--- config.mk ---
export PLATFORM = sky130hd
export DESIGN_NAME = display_scan_ctrl
export DESIGN_NICKNAME = d
export VERILOG_FILES = /design/src/rtl/display_scan_ctrl.sv
export SDC_FILE = /design/constraint.sdc
export NUM_CORES = 1
export LEC_CHECK = 0
export BUFFER_PORTS_ARGS = -buffer_cell sky130_fd_sc_hd__buf_2
export CORE_MARGIN = 1.5
export CORE_UTILIZATION = 49
export CTS_CLUSTER_SIZE = 24
export DETAILED_ROUTE_END_ITERATION = 10
export PLACE_DENSITY = 0.74
export SLEW_MARGIN = 20
export SYNTH_ARGS = -nofsm -noshare
export SYNTH_HDL_FRONTEND = slang
export SYNTH_SLANG_ARGS = --single-unit
export TNS_END_PERCENT = 100
--- constraint.sdc ---
create_clock -name clk -period 1.8 [get_ports clk]
set_input_delay 0.36 -clock clk [delete_from_list [all_inputs] [get_ports clk]]
set_output_delay 0.36 -clock clk [all_outputs]
set_load 0.01 [all_outputs]
--- src/rtl/display_scan_ctrl.sv ---
// display_scan_ctrl
//   Time-multiplexing scan controller for a four-digit seven-segment display.
//   Latches four 2-bit digit values, rotates a digit select through 0..3 and
//   drives active-low anode enables so one digit is lit at a time. Every digit
//   is preceded by a blanking interval (all anodes off) to suppress ghosting.
//
// Parameters
//   REFRESH_DIV  : cycles each digit is lit (>= 1)
//   BLANK_CYCLES : cycles all anodes are off before each digit (>= 1)
//
// Ports
//   clk          : system clock, rising edge
//   rst_n        : synchronous active-low reset
//   en           : scan enable; low keeps the display dark
//   load         : capture strobe for d0_in..d3_in
//   d0_in..d3_in : new digit values
//   d0..d3       : latched digit values to the mux data inputs
//   sel          : digit select to the mux select input
//   an           : anode enables, active-low, an[k] lights digit k
//   frame_done   : one-cycle pulse at the end of each 4-digit frame
module display_scan_ctrl #(
  parameter int REFRESH_DIV  = 100000,
  parameter int BLANK_CYCLES = 1000
) (
  input  logic       clk,
  input  logic       rst_n,
  input  logic       en,
  input  logic       load,
  input  logic [1:0] d0_in,
  input  logic [1:0] d1_in,
  input  logic [1:0] d2_in,
  input  logic [1:0] d3_in,
  output logic [1:0] d0,
  output logic [1:0] d1,
  output logic [1:0] d2,
  output logic [1:0] d3,
  output logic [1:0] sel,
  output logic [3:0] an,
  output logic       frame_done
);

  localparam int MAX_CYC = (REFRESH_DIV > BLANK_CYCLES) ? REFRESH_DIV : BLANK_CYCLES;
  // Keep at least one counter bit when both intervals are a single cycle.
  localparam int CNT_W   = (MAX_CYC > 1) ? $clog2(MAX_CYC) : 1;
  localparam logic [CNT_W-1:0] BLANK_LAST = CNT_W'(BLANK_CYCLES - 1);
  localparam logic [CNT_W-1:0] SHOW_LAST  = CNT_W'(REFRESH_DIV - 1);

  typedef enum logic [1:0] {
    S_IDLE  = 2'd0,
    S_BLANK = 2'd1,
    S_SHOW  = 2'd2
  } state_t;

  state_t           r_state;
  state_t           w_state_nxt;
  logic [CNT_W-1:0] r_cnt;
  logic [CNT_W-1:0] w_cnt_nxt;
  logic [1:0]       r_sel;
  logic [1:0]       w_sel_nxt;
  logic [3:0]       r_an;
  logic [3:0]       w_an_nxt;
  logic             r_frame_done;
  logic             w_frame_done_nxt;
  logic [1:0]       r_d0, r_d1, r_d2, r_d3;

  always_comb begin
    w_state_nxt      = r_state;
    w_cnt_nxt        = r_cnt;
    w_sel_nxt        = r_sel;
    w_frame_done_nxt = 1'b0;
    w_an_nxt         = 4'b1111;

    if (!en) begin
      w_state_nxt = S_IDLE;
      w_cnt_nxt   = '0;
      w_sel_nxt   = 2'd0;
    end else begin
      case (r_state)
        S_IDLE: begin
          w_state_nxt = S_BLANK;
          w_cnt_nxt   = '0;
          w_sel_nxt   = 2'd0;
        end
        S_BLANK: begin
          if (r_cnt == BLANK_LAST) begin
            w_state_nxt = S_SHOW;
            w_cnt_nxt   = '0;
          end else begin
            w_cnt_nxt = r_cnt + 1'b1;
          end
        end
        S_SHOW: begin
          if (r_cnt == SHOW_LAST) begin
            // sel advances on BLANK entry so the mux settles while dark.
            w_state_nxt      = S_BLANK;
            w_cnt_nxt        = '0;
            w_sel_nxt        = r_sel + 2'd1;
            w_frame_done_nxt = (r_sel == 2'd3);
          end else begin
            w_cnt_nxt = r_cnt + 1'b1;
          end
        end
        default: begin
          w_state_nxt = S_IDLE;
          w_cnt_nxt   = '0;
          w_sel_nxt   = 2'd0;
        end
      endcase
    end

    // Anodes are decoded from the next state so they are registered
    // alongside the state itself.
    if (w_state_nxt == S_SHOW) begin
      w_an_nxt = ~(4'b0001 << w_sel_nxt);
    end
  end

  always_ff @(posedge clk) begin
    if (!rst_n) begin
      r_state      <= S_IDLE;
      r_cnt        <= '0;
      r_sel        <= 2'd0;
      r_an         <= 4'b1111;
      r_frame_done <= 1'b0;
      r_d0         <= 2'd0;
      r_d1         <= 2'd0;
      r_d2         <= 2'd0;
      r_d3         <= 2'd0;
    end else begin
      r_state      <= w_state_nxt;
      r_cnt        <= w_cnt_nxt;
      r_sel        <= w_sel_nxt;
      r_an         <= w_an_nxt;
      r_frame_done <= w_frame_done_nxt;
      if (load) begin
        r_d0 <= d0_in;
        r_d1 <= d1_in;
        r_d2 <= d2_in;
        r_d3 <= d3_in;
      end
    end
  end

  assign d0         = r_d0;
  assign d1         = r_d1;
  assign d2         = r_d2;
  assign d3         = r_d3;
  assign sel        = r_sel;
  assign an         = r_an;
  assign frame_done = r_frame_done;

endmodule

==> results of run 1 <==
==> sequential cells by signal, summed over array words and instances, names as in the netlist <==
name and cells:
d1 2, frame_done 1, d3 2, sel 2
d0 2, d2 2, r_cnt 17, r_state 2
an 4
==> synthesized netlist by cell type (all sizes together) <==
cell,n,share of area (%)
buf,3,2.7
mux2i,8,5.1
nand3b,1,0.48
or2b,1,0.56
clkbuf,2,0.48
nor2,33,8.0
nor4bb,1,0.64
a41o,1,0.64
and3,3,1.2
xor2,9,5.1
inv,5,1.2
nand4,9,3.6
nor4,2,1.2
nand4b,1,0.56
o21ai,1,0.32
and4,2,1.1
and4b,1,0.72
and3b,1,0.56
nand3,10,3.2
or4b,1,0.64
or4,1,0.48
and2,3,1.3
nor3,3,0.96
ha,6,4.8
nand2,7,1.7
a211oi,2,0.96
nor3b,1,0.48
dfxtp,34,44
or4bb,1,0.72
a21o,3,1.5
clkinv,1,0.24
xnor2,6,3.4
a21oi,1,0.56
a41oi,1,0.56
o211ai,1,0.48
==> report_power, final <==
part / total [uW] / internal [uW] / switching [uW] / leakage [uW]
Combinational: 86.5 / 41.9 / 44.6 / 0.000517
Clock: 441 / 189 / 252 / 0.0000353
Sequential: 769 / 764 / 5.42 / 0.000279
Total: 1300 / 995 / 302 / 0.000832
==> area by class of cell <==
type | count | area [sq um]
inverters | 6 | 22.5
multi-input cells | 121 | 871
well taps | 44 | 55.1
clock buffers | 7 | 55.1
repair buffers | 51 | 325
clock inverters | 1 | 5.00
fillers | 252 | 1010
flip-flops and latches | 34 | 688
==> layer usage <==
| metal | global-route usage [%] | up-vias |
|---|---|---|
| li1 | - | 682 |
| met3 | 6.99 | 10 |
| met2 | 38.3 | 42 |
| met4 | 14.6 | 0 |
| met5 | 0 | - |
| met1 | 25.0 | 698 |
==> how the worst min path moves through the flow <==
stage / start / end / cells after the start
CTS: d3_in[0] / d3[0]$_SDFFE_PN0P_ / 3
finish: d0_in[1] / d0[1]$_SDFFE_PN0P_ / 3
global route: d3_in[0] / d3[0]$_SDFFE_PN0P_ / 3
global placement: d0[1]$_SDFFE_PN0P_ / d0[1]$_SDFFE_PN0P_ / 2
detailed placement: d3[0]$_SDFFE_PN0P_ / d3[0]$_SDFFE_PN0P_ / 2
floorplan: r_cnt[0]$_SDFF_PN0_ / r_cnt[0]$_SDFF_PN0_ / 1
==> worst reg2reg max path, delay by kind of cell, from the launching register on <==
kind / cells / cell delay [ns]
compound gates: 1 / 0.41
simple gates: 3 / 0.74
flops: 1 / 0.37
buf+inv: 1 / 0.20
==> cells by family after synthesis <==
family / share of synthesized area, %
simple gates: 28.1
flops: 43.7
xor+xnor: 8.44
buf+inv: 4.66
compound gates: 5.06
mux: 5.14
fa+ha+maj: 4.82
==> through the flow <==
stage,setup WS (ns),instance area (sq um)
detailed placement,-0.0497,1890
CTS,-0.0313,2030
finish,-0.0291,2020
global route,-0.0975,2020
floorplan,-0.0154,1570
global placement,-0.00181,1890
==> timing repair <==
| action | 4_1_cts | 5_1_grt |
|---|---|---|
| pin swaps | 3 | 6 |
| resized for setup | 8 | 13 |
| gates cloned | 1 | 0 |
| buffers inserted | 4 | 0 |
| endpoints found under the setup margin | 21 | 23 |
==> key figures, run 1 <==
Floorplan
  • Height of the die: 59.4 um
  • Core Box Area: 3030 sq um
  • Die area: roughly 3500 sq um
  • Number of core rows: 20
  • DIE WIDTH: just under 60 um
  • Starting Density: 51.4%
  • IO Count: 27

STA
  • Max-slew violation count: 0
  • Tmin final: 1.83 ns
  • Rel. slew slack: ~74%
  • Achievable Freq: ~0.55 GHz
  • Post-Route Skew: 0.0111 ns
  • Fin. Hold Viols: 0
  • Setup Viol. Count Final: 17
  • Worst-margin pin slew: 0.391 ns
  • Crit share post-route: 102%
  • Setup TNS: -0.174 ns
  • Setup ws final: -0.0291 ns
  • RSZ-0062 raised after global routing: true
  • Hold WS: 0.251 ns

Clock tree
  • Num CTS Buffers: 5
  • CTS tree: done
  • CTS Buffer Depth: 2
  • CTS Hold Bufs: 0
  • Root Buffer: clkbuf_4
  • CTS H-tree lvls: 2
  • CTS Sinks: 34
  • Later-pin clock latency in the skew report: 0.34 ns
  • CTS clk-pin slew, worst paths: roughly 0.10 ns

Detailed routing
  • Drt initial violations: between 90 and 100
  • Wire length per cell: 13.7 um
  • Metal2 WL: 1.83 mm
  • Met3 wire length: 160 um
  • Total number of vias: 1,432
  • Max Used Layer: met4
  • Routed vias/inst: roughly 5.4
  • Met1 wire length: 1.53 mm
  • Number of remaining DRC errors: 0
  • Detailed Routing Iterations Pass 1: 4
  • WL final: ~3.6 mm
  • Post-DRT Antenna Nets: 0

Global route
  • Total Routing Usage GR: a little under a quarter
  • First-pass GRT wire length: 6.03 mm
  • Total grt overflow: 0
  • Largest net degree at the start of global routing: 11
  • Vias in the first global route: 1,412
  • Initial antenna violation count: 0

Job
  • Number of max-cap violations: 0

Critical path
  • Critical Path RT: roughly 2.0 ns
  • CP max-delay cell: o211ai_1
  • Cell mode on critical path: nand4_1
  • Cell count along the critical path: 5
  • Worst r2r path cells: 5
  • Reg2reg setup slack: -0.03 ns
  • CP startpoint: r_cnt[6]$_SDFF_PN0_
  • Type of origin of the critical path: flip-flop
  • Buffers & Inverters on Critical Path: 1
  • Crit-path max FO: 6
  • Worst EP arrival: 2.04 ns
  • CP top delay family: simple AND/OR/NAND/NOR gates
  • Critical Path Sink: an[2]$_SDFF_PN1_
  • Crit-path cells: nor4bb_1 > buf_4 > nand4_1 > o211ai_1 > nand4_1
  • R2R Path Start: r_cnt[6]$_SDFF_PN0_
  • Crit-path max cell delay: 0.41 ns
  • Critical path class: reg2reg
  • Terminus of the critical flop-to-flop path: an[2]$_SDFF_PN1_
  • Setup crit end kind: flip-flop

Power
  • Design Power: around 1300 uW
  • Pwr Density: between 600 and 700 nW/um^2
  • Leakage: 0.000832 uW
  • Max IR drop VDD: approximately 0.00040 V

Synth
  • FF+latch count, synth: 34
  • Mapped Area: 1560 sq um
  • Mapped Nets: ~180
  • Syn_area_per_cell: 9.38 sq um
  • Library cells used by synthesis: 39
  • Yosys warns: 0
  • Sequential fraction of the synthesis area: 43.7%
  • Synth Instances: 166

Layout
  • Antenna cells: 0
  • Non-filler cells, final: 264
  • Core Util, Final: roughly two thirds
  • Area grow syn2layout: 29.9%
  • Layout cell share with drive strength beyond 1: 37.7%
  • Post-layout nets: 237
  • Commonest non-fill, non-tap cell in the layout: dfxtp_1
  • Most frequent cells in the layout: dfxtp_1 (28), nor2_1 (26), buf_2 (26)

Run status
  • Failing checks: negative setup slack
  • Status: complete, but fails checks

Placement
  • Routability cong.: 0.954
  • Dpl cells: approximately 250
  • Port Buffer Count: 26
  • Post-DP HPWL: 2.49 mm

Min path
  • Hold Path Class: in2reg
Note: power is estimated with default switching activity, not from simulation.
==> run 2: changes to the inputs <==
Settings changed: CORE_UTILIZATION 49 to 50, PLACE_DENSITY 0.74 to 0.72.
Clock period 1.8 ns to 1.95 ns, I/O delays scaled along.
==> run 2 against run 1 <==
The flow now finishes without violations. Largest power group unchanged. Register-to-register slack better by 0.11 ns. Final cell count fell by 10%. Sequential power decreased by 7.4%. Sequential share of layout area is 1.9 points higher. Maximum frequency decreased by 2.3%. Critical path depth unchanged. Worst setup slack better by 0.11 ns. Design area is 5.8% lower.
==> key figures, run 2 (synthesis gave the netlist of run 1 again) <==
Min path
  • Worst hold path depth: 3
  • Hold Path Class: in2reg

Clock tree
  • Later-pin clock latency in the skew report: ~0.33 ns
  • CTS tree: done
  • Root Buffer: clkbuf_4
  • CTS Buffer Depth: 2
  • CTS Sinks: 34
  • Num CTS Buffers: 5
  • CTS H-tree lvls: 2
  • CTS clk-pin slew, worst paths: 0.11 ns

Layout
  • Post-layout nets: 221
  • Biggest register: r_cnt
  • Commonest non-fill, non-tap cell in the layout: nor2_1
  • Antenna cells: 0
  • Number of flip-flops in the largest register: 17
  • Most frequent cells in the layout: nor2_1 (33), dfxtp_1 (31), buf_2 (26)
  • Area grow syn2layout: 22.4%
  • Layout cell share with drive strength beyond 1: between 20% and 30%

Floorplan
  • Core Box Area: around 3000 sq um
  • Height of the die: 58.8 um
  • Starting Density: between 50% and 60%
  • Die area: 3460 sq um
  • IO Count: 27
  • DIE WIDTH: 58.8 um
  • Number of core rows: 20

Critical path
  • Crit-path max FO: 5
  • Type of origin of the critical path: flip-flop
  • Crit-path max cell delay: 0.56 ns
  • Critical Path RT: 2.16 ns
  • Critical path class: reg2reg
  • Worst EP arrival: 2.08 ns
  • Buffers & Inverters on Critical Path: 0
  • CP max-delay cell: or4b_4
  • Crit-path cells: or4b_4 > nor4_4 > o21ai_1 > a21oi_2 > nand4_1
  • CP top delay family: simple AND/OR/NAND/NOR gates
  • Setup crit end kind: flip-flop
  • Cell count along the critical path: 5
  • Worst r2r path cells: 5

Detailed routing
  • Detailed Routing Iterations Pass 1: 4
  • Wire length per cell: 13.6 um
  • Post-DRT Antenna Nets: 0
  • Drt initial violations: 83
  • Routed vias/inst: 5.51
  • Number of remaining DRC errors: 0
  • Total number of vias: 1,305
  • WL final: ~3.2 mm

STA
  • Setup ws final: 0.0780 ns
  • Rel. slew slack: between 70% and 80%
  • Setup Viol. Count Final: 0
  • Post-Route Skew: 0.00924 ns
  • Achievable Freq: 0.534 GHz
  • Max-slew violation count: 0
  • Tmin final: roughly 1.9 ns
  • Fin. Hold Viols: 0
  • Crit share post-route: approximately 96%
  • Worst-margin pin slew: roughly 0.40 ns
  • RSZ-0062 raised after global routing: false

Job
  • Number of max-cap violations: 0

Global route
  • Total Routing Usage GR: 19.9%
  • Largest net degree at the start of global routing: 18
  • Total grt overflow: 0
  • First-pass GRT wire length: ~5.3 mm
  • Initial antenna violation count: 0
  • Vias in the first global route: 1,239

Power
  • Leakage: 0.000767 uW
  • Pwr Density: 749 nW/um^2
  • Design Power: 1430 uW
  • Max IR drop VDD: approximately 0.0005 V

Placement
  • Post-placement setup slack: -0.0353 ns
  • Post-DP HPWL: 2.31 mm
  • Routability cong.: 0.860
  • Port Buffer Count: 26

Run status
  • Status: completed
run 2: changes by cell type in the layout (fill, tap and decap cells not counted), sizes merged:
cell and delta:
clkbuf -2, buf -16, bufinv +2
run 2: worst register-to-register path: cells and delay by family (launching register included):
kind	cells	cell delay [ns]
compound gates	2	0.36
flops	1	0.37
simple gates	3	1.01
run 2: area by class of cell:
cell class,count,area (sq um)
clock buffer,5,37.5
clock inverter,3,68.8
fill,260,1100
inverter,6,22.5
multi-input combinational,121,841
sequential,34,684
tap,33,41.3
timing repair buffer,35,210
run 2: what timing repair did:
item / CTS / global route
setup buffers: 1 / 0
gates resized for setup: 9 / 2
pin swaps: 5 / 1
hold buffers: 0 / 0
setup endpoints to repair: 2 / 21
cloned: 0 / 0
run 2: final timing paths:
path | start | end | slack (ns)
max | r_cnt[4]$_SDFF_PN0_ | an[2]$_SDFF_PN1_ | 0.08
min | d3_in[0] | d3[0]$_SDFFE_PN0P_ | 0.29
max reg2reg | r_cnt[4]$_SDFF_PN0_ | an[2]$_SDFF_PN1_ | 0.08
min reg2reg | d2[1]$_SDFFE_PN0P_ | d2[1]$_SDFFE_PN0P_ | 0.50
run 2: stage by stage:
step	area [sq um]	std cells	hold slack, ns	setup TNS (ns)	utilization (%)
4_1_cts	1900	237	0.276	0	63.2
6_report	1910	237	0.289	0	63.5
5_1_grt	1910	237	0.278	0	63.5
3_5_place_dp	1750	228	0.481	-0.0353	58.3
3_3_place_gp	1750	228	0.471	0	58.3
2_1_floorplan	1560	166	0.430	0	-
run 2: routing by layer:
layer  part of all wire [%]  up-vias  GRT usage, %  wire [um]
li1                       -      651             -          -
met1                     44      620          22.8       1410
met2                     51       31          34.6       1650
met3                    4.1        3          6.59        133
met4                   0.65        0          6.82         21
met5                      0        -             0          0
run 2: power by group:
part	switching, uW	internal, uW
clock	244	401
sequential	6.24	705
combinational	38.2	32.8
